## src/rtl/ctta_pkg.sv

```systemverilog
// ============================================================================
// Module : ctta_pkg
// Brief  : Shared operation encoding for the CTTA accumulate pipeline.
// Rev    : 1.0  initial release
// ============================================================================
`default_nettype none

package ctta_pkg;

  typedef enum logic [1:0] {
    OP_ADD     = 2'b00,
    OP_SUB     = 2'b01,
    OP_ACC_ADD = 2'b10,
    OP_ACC_SUB = 2'b11
  } ctta_op_t;

endpackage

`default_nettype wire

```

## src/rtl/ctta_addsub.sv

```systemverilog
// ============================================================================
// Module : ctta_addsub
// Brief  : Combinational WR-bit add/sub with carry/borrow out; CTTA_SAT_EN
//          clamps a wrapped result to 0 (borrow) or all-ones (carry).
// Rev    : 1.0  initial release
// ============================================================================
`default_nettype none

module ctta_addsub #(
  parameter int WR = 5
) (
  input  logic [WR-1:0] i_x,
  input  logic [WR-1:0] i_y,
  input  logic          i_sub,
  output logic [WR-1:0] o_res,
  output logic          o_flag
);

  logic [WR:0] w_sum;

  // The extra top bit is the carry on add and the borrow on subtract.
  assign w_sum  = i_sub ? ({1'b0, i_x} - {1'b0, i_y}) : ({1'b0, i_x} + {1'b0, i_y});
  assign o_flag = w_sum[WR];

`ifdef CTTA_SAT_EN
  always_comb begin
    o_res = w_sum[WR-1:0];
    if (w_sum[WR]) begin
      o_res = i_sub ? '0 : '1;
    end
  end
`else
  assign o_res = w_sum[WR-1:0];
`endif

endmodule

`default_nettype wire

```

## src/rtl/ctta_acc_pipe.sv

```systemverilog
// ============================================================================
// Module : ctta_acc_pipe
// Brief  : Registered add/sub/accumulate unit with valid/ready handshake,
//          overflow flag and saturating accumulate-op counter.
//          Optional macro CTTA_SAT_EN selects saturating arithmetic.
// Rev    : 1.0  initial release
// ============================================================================
`default_nettype none

module ctta_acc_pipe
  import ctta_pkg::*;
#(
  parameter int W     = 4,
  parameter int CNT_W = 8
) (
  input  logic             clk,
  input  logic             rst_n,
  input  logic             clr,
  input  logic             in_valid,
  output logic             in_ready,
  input  logic [1:0]       op,
  input  logic [W-1:0]     A,
  input  logic [W-1:0]     B,
  input  logic [W-1:0]     C,
  output logic             out_valid,
  input  logic             out_ready,
  output logic [W:0]       q,
  output logic             ovf,
  output logic [CNT_W-1:0] acc_cnt
);

  ctta_op_t         w_op;
  logic [W:0]       w_x;
  logic [W:0]       w_y;
  logic             w_sub;
  logic [W:0]       w_res;
  logic             w_flag;
  logic             w_accept;
  logic             w_in_ready;

  logic [W:0]       r_acc;
  logic [W:0]       r_q;
  logic             r_ovf;
  logic             r_out_valid;
  logic [CNT_W-1:0] r_acc_cnt;

  assign w_op       = ctta_op_t'(op);
  assign w_in_ready = !clr && (!r_out_valid || out_ready);
  assign w_accept   = in_valid && w_in_ready;

  always_comb begin
    w_x   = {1'b0, A};
    w_y   = {1'b0, B};
    w_sub = 1'b0;
    case (w_op)
      OP_ADD:     begin w_x = {1'b0, A}; w_y = {1'b0, B}; w_sub = 1'b0; end
      OP_SUB:     begin w_x = {1'b0, A}; w_y = {1'b0, C}; w_sub = 1'b1; end
      OP_ACC_ADD: begin w_x = r_acc;     w_y = {1'b0, A}; w_sub = 1'b0; end
      OP_ACC_SUB: begin w_x = r_acc;     w_y = {1'b0, C}; w_sub = 1'b1; end
      default:    begin w_x = {1'b0, A}; w_y = {1'b0, B}; w_sub = 1'b0; end
    endcase
  end

  ctta_addsub #(
    .WR (W + 1)
  ) u_addsub (
    .i_x    (w_x),
    .i_y    (w_y),
    .i_sub  (w_sub),
    .o_res  (w_res),
    .o_flag (w_flag)
  );

  always_ff @(posedge clk or negedge rst_n) begin
    if (!rst_n) begin
      r_acc       <= '0;
      r_q         <= '0;
      r_ovf       <= 1'b0;
      r_out_valid <= 1'b0;
      r_acc_cnt   <= '0;
    end else if (clr) begin
      r_acc       <= '0;
      r_q         <= '0;
      r_ovf       <= 1'b0;
      r_out_valid <= 1'b0;
      r_acc_cnt   <= '0;
    end else if (w_accept) begin
      r_q         <= w_res;
      r_ovf       <= (w_op == OP_ADD) ? 1'b0 : w_flag;
      r_out_valid <= 1'b1;
      if (w_op == OP_ACC_ADD || w_op == OP_ACC_SUB) begin
        r_acc <= w_res;
        if (r_acc_cnt != {CNT_W{1'b1}}) begin
          r_acc_cnt <= r_acc_cnt + 1'b1;
        end
      end
    end else if (out_ready) begin
      r_out_valid <= 1'b0;
    end
  end

  assign in_ready  = w_in_ready;
  assign out_valid = r_out_valid;
  assign q         = r_q;
  assign ovf       = r_ovf;
  assign acc_cnt   = r_acc_cnt;

endmodule

`default_nettype wire
```

## config.mk

```make
export PLATFORM = sky130hd
export DESIGN_NAME = ctta_acc_pipe
export DESIGN_NICKNAME = d
export VERILOG_FILES = /design/src/rtl/ctta_pkg.sv /design/src/rtl/ctta_addsub.sv /design/src/rtl/ctta_acc_pipe.sv
export SDC_FILE = /design/constraint.sdc
export NUM_CORES = 1
export LEC_CHECK = 0
export ABC_AREA = 0
export CORE_UTILIZATION = 36
export DETAILED_ROUTE_END_ITERATION = 7
export PLACE_DENSITY = 0.6
export REMOVE_ABC_BUFFERS = 1
export SYNTH_ARGS = -nofsm -noshare
export SYNTH_HDL_FRONTEND = slang
export SYNTH_SLANG_ARGS = --single-unit
```

## constraint.sdc

```tcl
create_clock -name clk -period 1.7 [get_ports clk]
set_input_delay 0.34 -clock clk [delete_from_list [all_inputs] [get_ports clk]]
set_output_delay 0.34 -clock clk [all_outputs]
set_load 0.02 [all_outputs]
```

# After elaboration in Yosys (flattened, before gate mapping)
# Cells that the tools add are included.
# classes
n_addsub,3
n_mul,0
div_mod_pow,0
order_cmp,0
n_eq_ne,4
n_shift,0
n_mux,19
bitwise_logic,0
n_reduce_logical,17
# ops
operator,count
$mux 8,4
$mux 5,5
$pmux 5 s3,1
$pmux 5 s2,1
$add 8x1->8 const B,1
$ne 8x8->1 const B,1
$reduce_or 2->1,4
$add 5x5->6,1
$mux 1,6
$mux 6,1
$reduce_bool 2->1,3
$sub 5x5->6,1
$eq 2x2->1 const B,2
$reduce_and 3->1,1
$reduce_bool 3->1,1
$eq 2x1->1 const B,1
$logic_and 1x1->1,2
$logic_not 1->1,2
$logic_not 2->1,1
$logic_or 1x1->1,2
$pmux 1 s2,1
$reduce_and 2->1,1
# word_totals
regBits,20
latchBits,0
ram_bits,0
romBits,0
in_bits,19
out_inout_bits,16
memories,0

# Logic depth before layout (Yosys ltp)
# depth
word_depth,8
ltp_mapped,13
depth_no_buf,12

# Hierarchy
# A second synthesis with hierarchy kept.
# unflattened
cells_unflattened,147
area_unflattened_um2,1391.3
# by_module_without_submodules
mod,instances,cells_each,area_each_um2,seq_area_each_um2
ctta_acc_pipe,1,111,1117.3,500.5
ctta_addsub,1,36,274.0,0.0

# Least setup slack after synthesis
# No wires, ideal clock.
# synth_timing
path_type,input to register
startpoint,in op[0]
endpoint,reg r_ovf (netlist: ovf)
setup_time_ns,0.122
arrival_ns,2.405
path_slack_ns,-0.827
cell_stages,11
path_buffers,1
cell_sequence,clkbuf_1 nand2_1 o21a_1 ha_1 mux2i_1 ha_1 nor2b_1 o31a_1 o22ai_1 mux2i_1 nand2_1
# synth_via
elab_chain_len,8
# synth_lines
item,line_no,text
"start, declared",ctta_acc_pipe.sv:21,"input logic [1:0] op,"
"$eq 2x2->1, or another cell as far along",ctta_acc_pipe.sv:55,case (w_op)
$reduce_or 2->1 (no source line),n/a,
$pmux 5 s3 / $pmux 5 s2 (equally long branches),ctta_acc_pipe.sv:55,
$add 5x5->6 / $sub 5x5->6 (equally long branches),ctta_addsub.sv:22,"assign w_sum = i_sub ? ({1'b0, i_x} - {1'b0, i_y}) : ({1'b0, i_x} + {1'b0, i_y});"
$mux 6,ctta_addsub.sv:22,
$mux 1 (*),ctta_acc_pipe.sv:89,r_ovf <= (w_op == OP_ADD) ? 1'b0 : w_flag;
$mux 1 (*),ctta_acc_pipe.sv:87,end else if (w_accept) begin
$mux 1 (*),ctta_acc_pipe.sv:81,end else if (clr) begin
"end signal, assigned",ctta_acc_pipe.sv:89,
"end, declared",ctta_acc_pipe.sv:43,logic r_ovf;
# Every way passes the cells marked *; elsewhere a longest branch is shown, timed or not. The select of a mux whose other input is x is not followed.
# A chain may end at the register's enable or synchronous reset.

# Final worst setup path
# layout_timing
startpoint,in C[0]
endpoint,reg r_ovf (netlist: ovf)
# layout_via
elab_chain_len,6
# layout_lines
item,line_no,text
"start, declared",ctta_acc_pipe.sv:24,"input logic [W-1:0] C,"
$pmux 5 s3 (*),ctta_acc_pipe.sv:55,
$add 5x5->6 / $sub 5x5->6 (equally long branches),ctta_addsub.sv:22,
$mux 6 (*),ctta_addsub.sv:22,
$mux 1 (*),ctta_acc_pipe.sv:89,
$mux 1 (*),ctta_acc_pipe.sv:87,
$mux 1 (*),ctta_acc_pipe.sv:81,
# Marks and branches as above.

==> metrics.md <==
| Metric | Value |
|---|---|
| Longest individual stage delay on the worst path | 0.32 ns |
| Antenna violations before repair | 0 |
| Part of the power in registers | 36.6% |
| Critical path data arrival time | 2.32 ns |
| Quantity of I/O buffers inserted on ports | 34 |
| Proportion of synthesized area in mux cells | 12.2% |
| Worst-skew pair later-pin latency | 0.26 ns |
| Maximum fanout along the worst path | 2 |
| Final-report hold violation count | 0 |
| Required time worst endpoint | 1.85 ns |
| Initial core utilization | 38.3% |
| Share of synthesized flip-flops with an asynchronous set or reset | 100% |
| Ys Warns | 0 |
| Final Core Density | 58.4% |
| TritonCTS clock tree | built |
| Vias per inst | 4.88 |
| Deepest clock path buffer count | 2 |
| DP Worst Slack | -1.28 ns |
| Cells after synthesis | 144 |
| Worst rel slew slack | 75.8% |
| Final period demand of the worst path | 2.16 ns |
| Ratio of cells with drive above 1 in the final layout | 33.7% |
| Detailed placement HPWL | 2.67 mm |
| Violated checks | setup timing |
| Total number of H-tree levels | 1 |
| Cell family with most CP delay | compound AO/OA/AOI/OAI gates |
| Number of CTS-inserted buffers | 3 |
| Remaining antenna violation count after routing | 0 |
| Worst path buffer plus inverter count | 1 |
| Clk slew on worst S/H paths | 0.08 ns |
| Nature of the critical path endpoint | register |
| P_leak | 1.02 nW |
| Routed wire length | 3.45 mm |
| Die span in x | 64.9 µm |
| Min-delay worst type | input pin to asynchronous set/reset pin |
| Final hold slack | 0.415 ns |
| Path depth of the worst reg2reg path | 7 |
| Area growth from synthesis to final layout | 52.4% |
| Switching pwr | 0.450 mW |
| Combinational family with the most area after synthesis | simple AND/OR/NAND/NOR gates |
| Part of the total power dissipated in the clock network | 25.0% |
| Height of the die | 64.9 µm |
| GRT Total Usage | 17.6% |
| Power Density | 673 mW/mm² |
| Total area of sequential cells | 500 µm² |
| Final setup margin | -0.463 ns |
| Simple-gate share of the synthesized area | 25.3% |
| Number of global-route vias before repair | 1243 |
| Part of the total power dissipated in combinational logic | 38.4% |
| Adder-cell share of the synthesized area | 7.56% |
| Final-report setup violation count | 9 |
| Fraction of synthesized cell area in xor and xnor cells | 6.16% |
| Number of buffers added to fix hold violations after cts | 0 |
| Peak supply drop | 0.494 mV |
| Site row count | 22 |
| Number of storage elements in the synthesis netlist | 20 |
| EDFF count, synth | 0 |
| Routed length per instance | 13.5 µm |
| Fraction of the mapped netlist area in compound gates | 10.8% |
| Final net count | 236 |
| Critical Path Most Common Cell | sky130_fd_sc_hd__nand2_1 |
| Number of optimization iterations in the first detailed-route pass | 4 |
| Number of cells on the critical path | 11 |
| Net Sw Frac | 30.9% |
| Remaining design rule violation count | 0 |
| Unique masters post-synth | 43 |
| Total inserted antenna cells | 0 |
| Fin. max-slew vios | 0 |
| Core area | 0.00372 mm² |
| Multi-input gate area in the final layout | 983 µm² |
| Pin count of the biggest net entering global routing | 21 |
| Ports placed on the boundary | 35 |
| Period Utilization, post-route | 127% |
| Global route overflow | 0 |
| Number of DRC markers in iteration 0 | 75 |
| Result of the run | finished with violations |
| Overall die area | 0.00421 mm² |
| Number of maximum-capacitance violations | 0 |
| Cell at the root of the clock tree | sky130_fd_sc_hd__clkbuf_8 |
| Standard cell with the maximum stage delay on the critical path | sky130_fd_sc_hd__o31a_1 |
| Fill cells | 344 |
| Post-synthesis average cell area | 9.88 µm² |
| Main flop type after synthesis | sky130_fd_sc_hd__dfrtp_1 |
| First-pass GRT wire length | 5.79 mm |
| CTS sink count | 20 |
| Critical path cell sequence | dlygate4sd2_1, nand2_1, o21a_1, ha_4, mux2i_2, ha_1, nor2b_4, o31a_1, o22ai_2, mux2i_1, nand2_1 |
| Post-synthesis cell area | 0.00142 mm² |
| Final Skew | 0.00417 ns |
| Tightest Pin Transition | 0.363 ns |
| Post-synthesis sequential area ratio | 35.2% |
| Type of the worst setup path | input pin to register |
| RSZ-0062 raised after global routing | true |
| Number of vias in the routed layout | 1248 |
| Startpoint Class | input pin |
| Cell Int Power | 1.01 mW |
| Routability cong. | 0.921 |
| FMAX | 462 MHz |
[cell type report]
class	count	share of cell area [%]
clock buffers	4	2.54
inverters	3	0.519
multi-input cells	115	45.4
repair buffers	66	25.7
well taps	48	2.77
flip-flops and latches	20	23.1
[through the flow]
step	area (µm²)	total power, mW	setup TNS (ns)	cells
detailed placement	2010	1.03	-12.66	249
global placement	2010	1.01	-11.88	249
floorplan	1400	0.779	-2.85	138
CTS	2140	1.46	-2.79	254
finish	2170	1.46	-2.92	256
global route	2170	1.54	-3.84	256
[metal layers]
metal / GRT usage, % / wire, µm / vias up
met5: 0 / 0 / -
met4: 1.67 / 13 / 0
met3: 3.70 / 84 / 2
li1: - / - / 643
met2: 28.3 / 1670 / 12
met1: 25.0 / 1680 / 591
[state kept, by name, summed over array words and instances (netlist names)]
register / count
r_acc: 5
ovf: 1
out_valid: 1
acc_cnt: 8
q: 5
[power by group through the flow]
stage	clock network (mW)	logic (mW)	registers, mW
floorplan	0	0.207	0.572
global placement	0	0.471	0.541
detailed placement	0	0.484	0.543
CTS	0.374	0.550	0.534
global route	0.393	0.611	0.539
finish	0.365	0.561	0.534
[cells in the mapped netlist, types with 2 or more instances]
master                     number  share of area [%]
sky130_fd_sc_hd__a21o_1         2                1.1
sky130_fd_sc_hd__a21oi_1        5                1.8
sky130_fd_sc_hd__and3_1         2               0.88
sky130_fd_sc_hd__clkbuf_1       4                1.1
sky130_fd_sc_hd__dfrtp_1       20                 35
sky130_fd_sc_hd__ha_1           7                6.2
sky130_fd_sc_hd__inv_1          3               0.79
sky130_fd_sc_hd__mux2_2         3                2.4
sky130_fd_sc_hd__mux2i_1       14                9.9
sky130_fd_sc_hd__nand2_1        9                2.4
sky130_fd_sc_hd__nand2b_1       3                1.3
sky130_fd_sc_hd__nand3_1        3                1.1
sky130_fd_sc_hd__nor2_1        19                5.0
sky130_fd_sc_hd__nor2b_1        4                1.8
sky130_fd_sc_hd__nor3_1         3                1.1
sky130_fd_sc_hd__nor3b_2        2                1.8
sky130_fd_sc_hd__nor4_2         2                1.8
sky130_fd_sc_hd__o21a_1         2                1.1
sky130_fd_sc_hd__o21ai_0        2               0.70
sky130_fd_sc_hd__o21ai_1        3                1.1
sky130_fd_sc_hd__o31ai_1        2                1.1
sky130_fd_sc_hd__xnor2_1        7                4.3
sky130_fd_sc_hd__xor2_1         3                1.8
[repair_timing]
item,CTS,global route
endpoints found under the setup margin,17,11
pin swaps,19,7
resized for setup,51,4
setup buffers,1,2
[worst register-to-register path: cells and delay by family, from the launching register on]
family	cells	cell delay (ns)
compound gates	2	0.45
mux	2	0.52
simple gates	2	0.19
fa+ha+maj	1	0.28
flops	1	0.39
[path summary, 6_finish.rpt]
check	start	to	slack (ns)
max	C[0]	ovf$_DFFE_PN0P_	-0.46
min in group clk	r_acc[4]$_DFFE_PN0P_	r_acc[4]$_DFFE_PN0P_	0.52
min reg2reg	r_acc[4]$_DFFE_PN0P_	r_acc[4]$_DFFE_PN0P_	0.52
max reg2reg	r_acc[1]$_DFFE_PN0P_	ovf$_DFFE_PN0P_	-0.23
min	rst_n	ovf$_DFFE_PN0P_	0.42
max in group asynchronous	rst_n	out_valid$_DFFE_PN0P_	1.08
[layout by cell type (no fill, tap or decap), drive strengths merged, types with 7 or more instances in the layout]
| cell | instances |
|---|---|
| dfrtp | 20 |
| buf | 38 |
| nand2 | 9 |
| nor2 | 19 |
| clkdlybuf4s50 | 20 |
| mux2i | 14 |
| ha | 7 |
| dlygate4sd2 | 7 |
| xnor2 | 7 |
[cell families after synthesis]
| group | after synthesis |
|---|---|
| compound gates | 22 |
| xor+xnor | 10 |
| fa+ha+maj | 8 |
| buf+inv | 9 |
| flops | 20 |
| mux | 17 |
| simple gates | 58 |
Note: power is estimated with default switching activity, not from simulation.
